==> config.mk <==
export PLATFORM = sky130hd
export DESIGN_NAME = universal_shift_register
export DESIGN_NICKNAME = d
export VERILOG_FILES = /design/src/rtl/universal_shift_register.sv
export SDC_FILE = /design/constraint.sdc
export NUM_CORES = 1
export LEC_CHECK = 0
export ABC_AREA = 1
export CORE_AREA = 3 3 40 42
export CTS_BUF_LIST = sky130_fd_sc_hd__clkbuf_4 sky130_fd_sc_hd__clkbuf_8 sky130_fd_sc_hd__clkbuf_16
export DETAILED_ROUTE_END_ITERATION = 8
export DIE_AREA = 0 0 43 45
export SLEW_MARGIN = 0
export SYNTH_ARGS = -nofsm -noshare
export SYNTH_HDL_FRONTEND = slang
export SYNTH_SLANG_ARGS = --single-unit
==> constraint.sdc <==
create_clock -name clk -period 0.8 [get_ports clk]
set_input_delay 0.08 -clock clk [delete_from_list [all_inputs] [get_ports clk]]
set_output_delay 0.08 -clock clk [all_outputs]
set_load 0.02 [all_outputs]
==> src/rtl/universal_shift_register.sv <==
// rtl/universal_shift_register.sv - WIDTH-bit universal shift register: hold, shift right, shift left, parallel load
// Optional macro USR_SERIAL_OUT_EN adds sor/sol outputs exposing the next bits to be shifted out.
module universal_shift_register #(
  parameter int WIDTH = 4
) (
  input  logic             clk,
  input  logic             reset_n,
  input  logic [1:0]       s,
  input  logic             lsi,
  input  logic             rsi,
  input  logic [WIDTH-1:0] din,
`ifdef USR_SERIAL_OUT_EN
  output logic             sor,
  output logic             sol,
`endif
  output logic [WIDTH-1:0] qout
);

  logic [WIDTH-1:0] q;

  // reset_n is active-high; the name is kept for compatibility with existing instantiations
  always_ff @(posedge clk) begin
    if (reset_n) begin
      q <= '0;
    end else begin
      case (s)
        2'b01:   q <= {lsi, q[WIDTH-1:1]};
        2'b10:   q <= {q[WIDTH-2:0], rsi};
        2'b11:   q <= din;
        default: q <= q;
      endcase
    end
  end

  assign qout = q;

`ifdef USR_SERIAL_OUT_EN
  assign sor = q[0];
  assign sol = q[WIDTH-1];
`endif

endmodule

Word-level counts from Yosys, hierarchy flattened --
Index checks and enable logic that the tools add are counted.
Storage, ports and cells: register bits after elaboration 4, memories 0, bits in latches 0, RAM bits 0, ROM bits 0, bits of input ports 10
Operators by class: mux-type cells 1, bitwise logic cells 0, equality and inequality tests 3, add/sub/neg operators 0, reductions and logical operators 1, magnitude comparators 0, multipliers 0, shift operators 0, div/mod/pow operators 0
Operators by type and width (number):
- case mux 4 bit (3 select lines) | 1
- == test 2 bit (second input constant) | 2
- nonzero test 3 bit | 1
- == test 2 x 1 -> 1 bit (second input constant) | 1

Depth between registers and ports, before layout --
Gate-level depths: netlist of run 1.
depth in word-level cells 2, mapped depth 7, depth with buffers taken out 6

Worst setup path before layout of run 1 --
No wires, ideal clock.
kind register to register, start reg q[2] (netlist: qout[2]), end reg q[3] (netlist: qout[3]), path slack 10 ps, required time 736 ps, stages on the path, launching flop included 5, arrival time 726 ps, buffers on the path 0, path through dfxtp_1 > inv_1 > nor2_1 > nor2_1 > nor2_1
On the way: longest elaborated chain between the ends 1
RTL lines:
- start, declared | RTL line 19 | logic [WIDTH-1:0] q;
- start signal, assigned | RTL line 27 | 2'b01: q <= {lsi, q[WIDTH-1:1]};
- start signal, assigned | RTL line 28 | 2'b10: q <= {q[WIDTH-2:0], rsi};
- start signal, assigned | RTL line 29 | 2'b11: q <= din;
- case mux 4 bit (3 select lines) | RTL line 26 | case (s)
No other way between the ends. A chain may end at the register's enable or synchronous reset.

Worst setup path after layout of run 1 --
start reg q[3] (netlist: qout[3]), end reg q[2] (netlist: qout[2])
Same word-level chain as after synthesis.

==> results of run 1 <==
## what timing repair did
item	4_1_cts	5_1_grt
resized for setup	23	1
hold buffers	0	0
pin swaps	2	0
setup endpoints to repair	8	7
## worst max-delay path: cells and delay by family, from the launching register on
family,cells,cell delay [ps]
AND/OR/NAND/NOR,2,150
flip-flops,1,310
buffers and inverters,2,140
AO/OA/AOI/OAI,1,110
## cell families (layout without fill, tap and decap cells)
| logic type | Yosys count | after routing | share of synthesized area (%) |
|---|---|---|---|
| and+or+nand+nor | 23 | 23 | 41.6 |
| buffers and inverters | 8 | 28 | 15.3 |
| AOI/OAI and AO/OA | 6 | 6 | 12.4 |
| DFF | 4 | 4 | 30.6 |
## final timing paths
check	from	to	slack (ps)	cells after the start
max	qout[3]	qout[2]	-20	5
min	s[0]	qout[0]	400	5
max reg2reg	qout[3]	qout[2]	-20	5
min reg2reg	qout[3]	qout[3]	610	3
## area by class of cell
| class | instances | area (sq um) | area share, % |
|---|---|---|---|
| Inverter | 7 | 28.8 | 6.35 |
| Clock buffer | 3 | 22.5 | 4.97 |
| Sequential cell | 4 | 81.3 | 18.0 |
| Multi-Input combinational cell | 29 | 141 | 31.2 |
| Timing Repair Buffer | 18 | 160 | 35.4 |
| Tap cell | 15 | 18.8 | 4.14 |
## per-stage QoR
stage | area [sq um] | hold slack, ps | setup TNS, ps
after floorplan | 262 | 221 | 0
after global placement | 437 | 620 | -2350
after detailed placement | 437 | 617 | -2440
after CTS | 449 | 392 | -48.6
after global routing | 453 | 427 | -376
final | 453 | 396 | -24.4
## synthesized netlist by cell type
master                     number  area, sq um
sky130_fd_sc_hd__o21bai_1       1         7.51
sky130_fd_sc_hd__o21ai_0        3         15.0
sky130_fd_sc_hd__inv_2          1         3.75
sky130_fd_sc_hd__o21ai_1        1         5.00
sky130_fd_sc_hd__buf_6          1         11.3
sky130_fd_sc_hd__nor2_2         2         12.5
sky130_fd_sc_hd__a21oi_1        1         5.00
sky130_fd_sc_hd__inv_4          1         6.26
sky130_fd_sc_hd__nand2_1        6         22.5
sky130_fd_sc_hd__nand2_4        1         11.3
sky130_fd_sc_hd__nand3_1        8         40.0
sky130_fd_sc_hd__inv_1          5         18.8
sky130_fd_sc_hd__dfxtp_1        4         80.1
sky130_fd_sc_hd__nor2_1         6         22.5
## report_power, final
group / switching (mW) / internal, mW / leakage (nW) / total (mW)
registers: 0.00861 / 0.217 / 0.0334 / 0.226
logic: 0.0912 / 0.105 / 0.178 / 0.196
clock network: 0.0842 / 0.168 / 0.0138 / 0.252
total: 0.184 / 0.490 / 0.225 / 0.674
## routing by layer
metal  routed length, microns  vias up  track usage [%]
li1                         -      170                -
met1                      308      138             9.16
met2                      287        9             13.2
met3                       56        2             2.39
met4                        6        0             9.04
met5                        0        -                0
==> parameters.txt, run 1 <==
Parameter                              Value

Synthesis
  Post-synthesis sequential area ratio ... a little under a third
  Mapped cell area ... about 260 sq um
  Synth Register Bits ... 4
  Cell count after synthesis ... 41
  Post-synthesis average cell area ... around 6.4 sq um
  Number of distinct library cells after synthesis ... 14
  Net Count, Synth ... 51
  Synth warn ... 0

Floorplan
  Core ar. ... around 1300 sq um
  Initial standard-cell utilization of the core ... about a fifth
  Ports ... 14
  Die ar. ... a little under 2000 sq um
  Die height ... roughly 45 microns
  Site Rows ... 13
  Overall die width ... roughly 43 microns

Placed design
  Pre-CTS setup slack ... -456 ps
  Gp weighted congestion ... ~0.71
  Number of buffers inserted by port buffering ... 13
  Final HPWL DP ... 526 microns
  # placed instances ... 73

Clock tree
  Clock slew seen by the registers of the worst setup and hold paths ... roughly 40 ps
  Clk sinks ... 4
  TritonCTS clock tree ... built
  Clock tree buffer depth ... 2
  Clock network latency to the later pin of the worst-skew pair ... about 230 ps
  Number of H-tree branching levels ... 1
  Post-CTS Repair Setup Buffers ... 0
  Inserted Clock Buffers ... 3
  Cell chosen for the clock root ... sky130_fd_sc_hd__clkbuf_4

Global routing
  Largest net degree at the start of global routing ... 9
  Total track usage ... 8.58%
  GRT Residual Overflow ... 0
  Wire length of the first global-routing pass ... approximately 1.2 mm
  Vias in the first global route ... ~330
  Initial antenna violation count ... 0

Drt
  Iteration-0 DRC count of the detailed router ... 1
  DRC Markers ... 0
  WL final ... about 660 microns
  Routed wire per std cell ... between 8 and 9 microns
  Total number of vias ... approximately 320
  Remaining antenna violation count ... 0
  Detailed-route vias per instance ... 4.20
  Number of detailed-routing iterations run before antenna repair ... 2

STA
  Setup repair after global routing missed its margin ... yes
  Worst-Margin Slew ... between 300 and 400 ps
  Number of endpoints failing setup at the final stage ... 2
  Hold Vio Cnt, Final ... 0
  Clock Skews ... around 2.8 ps
  Final Worst Setup Slack ... -18.9 ps
  Achievable Freq ... ~1200 MHz
  Relative slew slack ... between 70% and 80%
  Final-report max-slew violation count ... 0
  Post-route clock period utilization ... 102%
  Clock period minus final worst setup slack ... just over 800 ps

Outcome
  Violated checks ... setup timing
  Result of the run ... finished with violations

Setup path
  Worst Path Max Fanout ... 2
  Slowest stage delay, CP ... around 310 ps
  Critical Path Start Type ... flop
  Highest-delay cell along the critical path ... sky130_fd_sc_hd__dfxtp_2
  WS Path Type ... flop to flop
  CP cell instances ... buf_6 > o21bai_1 > nand3_1 > nand2_1 > inv_1
  Category of the worst setup path capture point ... flop
  Data required time at the worst endpoint ... a little over 900 ps
  Data arrival time at the worst-slack endpoint ... roughly 950 ps

Power and ir drop
  Leakage component of the power ... 0.225 nW
  Power after layout ... roughly 670 uW
  PwrDens ... 1490 nW/um^2
  Peak VDD IR ... about 0.00048 V

Finish
  Share of post-route cells with drive strength above 1 ... between 20 and 30%
  Final antenna diode count ... 0
  Area overhead of the layout relative to synthesis ... 73.2%
  Highest-count cells in the layout ignoring fill and taps ... sky130_fd_sc_hd__nand3_1 (8), sky130_fd_sc_hd__clkdlybuf4s50_1 (7), sky130_fd_sc_hd__nand2_1 (6), sky130_fd_sc_hd__nor2_1 (6), sky130_fd_sc_hd__buf_4 (6)
  Number of flip-flops in the largest register ... 4
  Total of fill cells in the finished design ... 145
  Util after Layout ... 35.2%
  Commonest non-fill, non-tap cell in the layout ... sky130_fd_sc_hd__nand3_1
  Final Net Count ... 73
  Post-route non-filler standard cell count ... between 70 and 80

Hold path
  Type of the tightest min-delay check ... input pin to flop

Run
  Max capacitance violation total ... 0
Note: power is estimated with default switching activity, not from simulation.
==> inputs of run 2 (changes only) <==
==> constraint.sdc (replaced) <==
create_clock -name clk -period 0.9 [get_ports clk]
set_input_delay 0.09 -clock clk [delete_from_list [all_inputs] [get_ports clk]]
set_output_delay 0.09 -clock clk [all_outputs]
set_load 0.02 [all_outputs]
==> parameters.txt, run 2 (synthesis results as in run 1) <==
Parameter                              Value

Hold path
  Hold EP ... qout[0]
  Hold depth ... 5 (unchanged)
  Type of the tightest min-delay check ... input pin to flop
  Worst Hold Launch ... s[0]

Global routing
  Vias in the first global route ... 276 (-17%)
  Initial antenna violation count ... 0 (unchanged)
  Total track usage ... 7.24% (-1.3 points)
  Largest net degree at the start of global routing ... 9 (unchanged)
  GRT Residual Overflow ... 0 (unchanged)
  Wire length of the first global-routing pass ... 1.02 mm (-13%)

Drt
  WL final ... 668 microns (+1.5%)
  Routed wire per std cell ... 8.91 microns (+2.9%)
  Detailed-route vias per instance ... 4.00 (-4.7%)
  DRC Markers ... 0 (unchanged)
  Number of detailed-routing iterations run before antenna repair ... 4 (+2)
  Remaining antenna violation count ... 0 (unchanged)
  Total number of vias ... 300 (-6.0%)
  Iteration-0 DRC count of the detailed router ... 7 (+6)

Floorplan
  Die ar. ... 1940 sq um (unchanged)
  Ports ... 14 (unchanged)
  Initial standard-cell utilization of the core ... 20.4% (unchanged)
  Site Rows ... 13 (unchanged)
  Overall die width ... 43 microns (unchanged)
  Die height ... 45 microns (unchanged)
  Core ar. ... 1280 sq um (unchanged)

Setup path
  Category of the worst setup path capture point ... flop
  Worst Path Max Fanout ... 3 (+1)
  Critical Path Start Type ... flop
  Data required time at the worst endpoint ... 1030 ps (+100 ps)
  Destination of the worst register-to-register timing path ... qout[1]
  Highest-delay cell along the critical path ... sky130_fd_sc_hd__dfxtp_1
  Slowest stage delay, CP ... 300 ps (about the same)
  WS Path Type ... flop to flop
  Most frequent cell on the critical path ... sky130_fd_sc_hd__nor2_1
  Setup slack of the worst register-to-register path ... 90 ps (+110 ps)
  CP cell instances ... buf_4 > nand2_1 > nand3_1 > nor2_1 > nor2_1
  Critical R2R Launch ... qout[2]
  Reg2Reg Depth ... 5 (unchanged)
  Data arrival time at the worst-slack endpoint ... 940 ps (about the same)

Clock tree
  TritonCTS clock tree ... built
  Cell chosen for the clock root ... sky130_fd_sc_hd__clkbuf_4
  Clock slew seen by the registers of the worst setup and hold paths ... 40 ps (about the same)
  Clock network latency to the later pin of the worst-skew pair ... 240 ps (about the same)
  Clock tree buffer depth ... 2 (unchanged)
  Clk sinks ... 4 (unchanged)
  Hold-fix buffer count after cts ... 0 (unchanged)
  Number of H-tree branching levels ... 1 (unchanged)
  Inserted Clock Buffers ... 3 (unchanged)

STA
  Achievable Freq ... 1230 MHz (+0.83%)
  Final-report max-slew violation count ... 0 (unchanged)
  Post-route clock period utilization ... 90.2% (-12 points)
  Hold Vio Cnt, Final ... 0 (unchanged)
  Setup tns final ... 0 ps (+24.4 ps)
  Worst-Margin Slew ... 303 ps (-11.4 ps)
  Final Worst Setup Slack ... 87.8 ps (+107 ps)
  Setup repair after global routing missed its margin ... no
  Clock Skews ... 0.449 ps (-2.34 ps)
  Relative slew slack ... 79.8% (+0.76 points)
  Number of endpoints failing setup at the final stage ... 0 (-2)
  Clock period minus final worst setup slack ... 812 ps (-6.72 ps)

Finish
  Area overhead of the layout relative to synthesis ... 66.0%
  Number of flip-flops in the largest register ... 4 (unchanged)
  Commonest non-fill, non-tap cell in the layout ... sky130_fd_sc_hd__nand3_1
  Highest-count cells in the layout ignoring fill and taps ... sky130_fd_sc_hd__nand3_1 (8), sky130_fd_sc_hd__clkdlybuf4s50_1 (7), sky130_fd_sc_hd__nand2_1 (6), sky130_fd_sc_hd__nor2_1 (6), sky130_fd_sc_hd__inv_1 (5)
  Final Net Count ... 72 (-1.4%)
  Area used by sequential logic in the layout ... 81.3 sq um (unchanged)
  Post-Layout Inst Area ... 434 sq um (-4.1%)
  Final antenna diode count ... 0 (unchanged)
  Total of fill cells in the finished design ... 141 (-2.8%)
  Share of post-route cells with drive strength above 1 ... 28.3% (-1.2 points)
  Post-route non-filler standard cell count ... 75 (-1.3%)
  Footprint of the multi-input gates ... 141 sq um (unchanged)

Placed design
  Gp weighted congestion ... 0.687 (-3.7%)
  # placed instances ... 73 (unchanged)
  Pre-CTS setup slack ... -349 ps (+107 ps)
  Post-placement cell area ... 437 sq um (unchanged)
  Final HPWL DP ... 502 microns (-4.5%)
  Number of buffers inserted by port buffering ... 13 (unchanged)

Power and ir drop
  Power after layout ... 590 uW (-13%)
  Leakage component of the power ... 0.225 nW (about the same)
  Peak VDD IR ... 0.000546 V (+13%)
  PwrDens ... 1360 nW/um^2 (-8.7%)

Run
  Max capacitance violation total ... 0 (unchanged)

Outcome
  Result of the run ... complete, no violations
-- run 2: changes by cell type in the layout (fill, tap and decap cells not counted), sizes merged --
cell          before  now
buf                9    8
dlymetal6s2s       0    1
dlygate4sd2        2    1
-- run 2: how the worst max path moves through the flow --
stage                  from  endpoint  cells after the start
global placement       s[1]   qout[3]                      6
floorplan           qout[2]   qout[3]                      4
global route        qout[1]   qout[2]                      5
finish              qout[2]   qout[1]                      5
detailed placement     s[1]   qout[1]                      6
CTS                    s[0]   qout[2]                      6
-- run 2: layout make-up --
class	instances	area share (%)
clock buffer	3	5.19
tap	15	4.32
sequential	4	18.7
multi-input combinational	29	32.6
timing repair buffer	17	32.6
inverter	7	6.63
-- run 2: report_power, final --
part           switching, mW  internal [mW]  total [mW]
combinational         0.0789         0.0808       0.160
clock                 0.0808          0.150       0.230
sequential           0.00673          0.193       0.199
-- run 2: what timing repair did --
item,4_1_cts,5_1_grt
setup endpoints to repair,8,3
hold endpoints to repair,0,0
pin swaps,0,3
resized for setup,17,2
setup buffers,0,0
-- run 2: routing by layer --
layer	GRT usage (%)	routed length, microns
met3	4.38	74
met1	8.41	313
met5	0	0
met2	10.5	280
met4	3.61	0
-- run 2: per-stage QoR --
step                util (%)  hold WS [ps]
finish                  33.8           285
detailed placement      34.0           623
global route            33.8           339
floorplan                  -           231
global placement        34.0           616
CTS                     34.1           502
-- run 2: critical path: cells and delay by family, from the launching register on --
kind	cells	cell delay [ps]
flip-flops	1	300
AND/OR/NAND/NOR	4	270
buffers and inverters	1	140
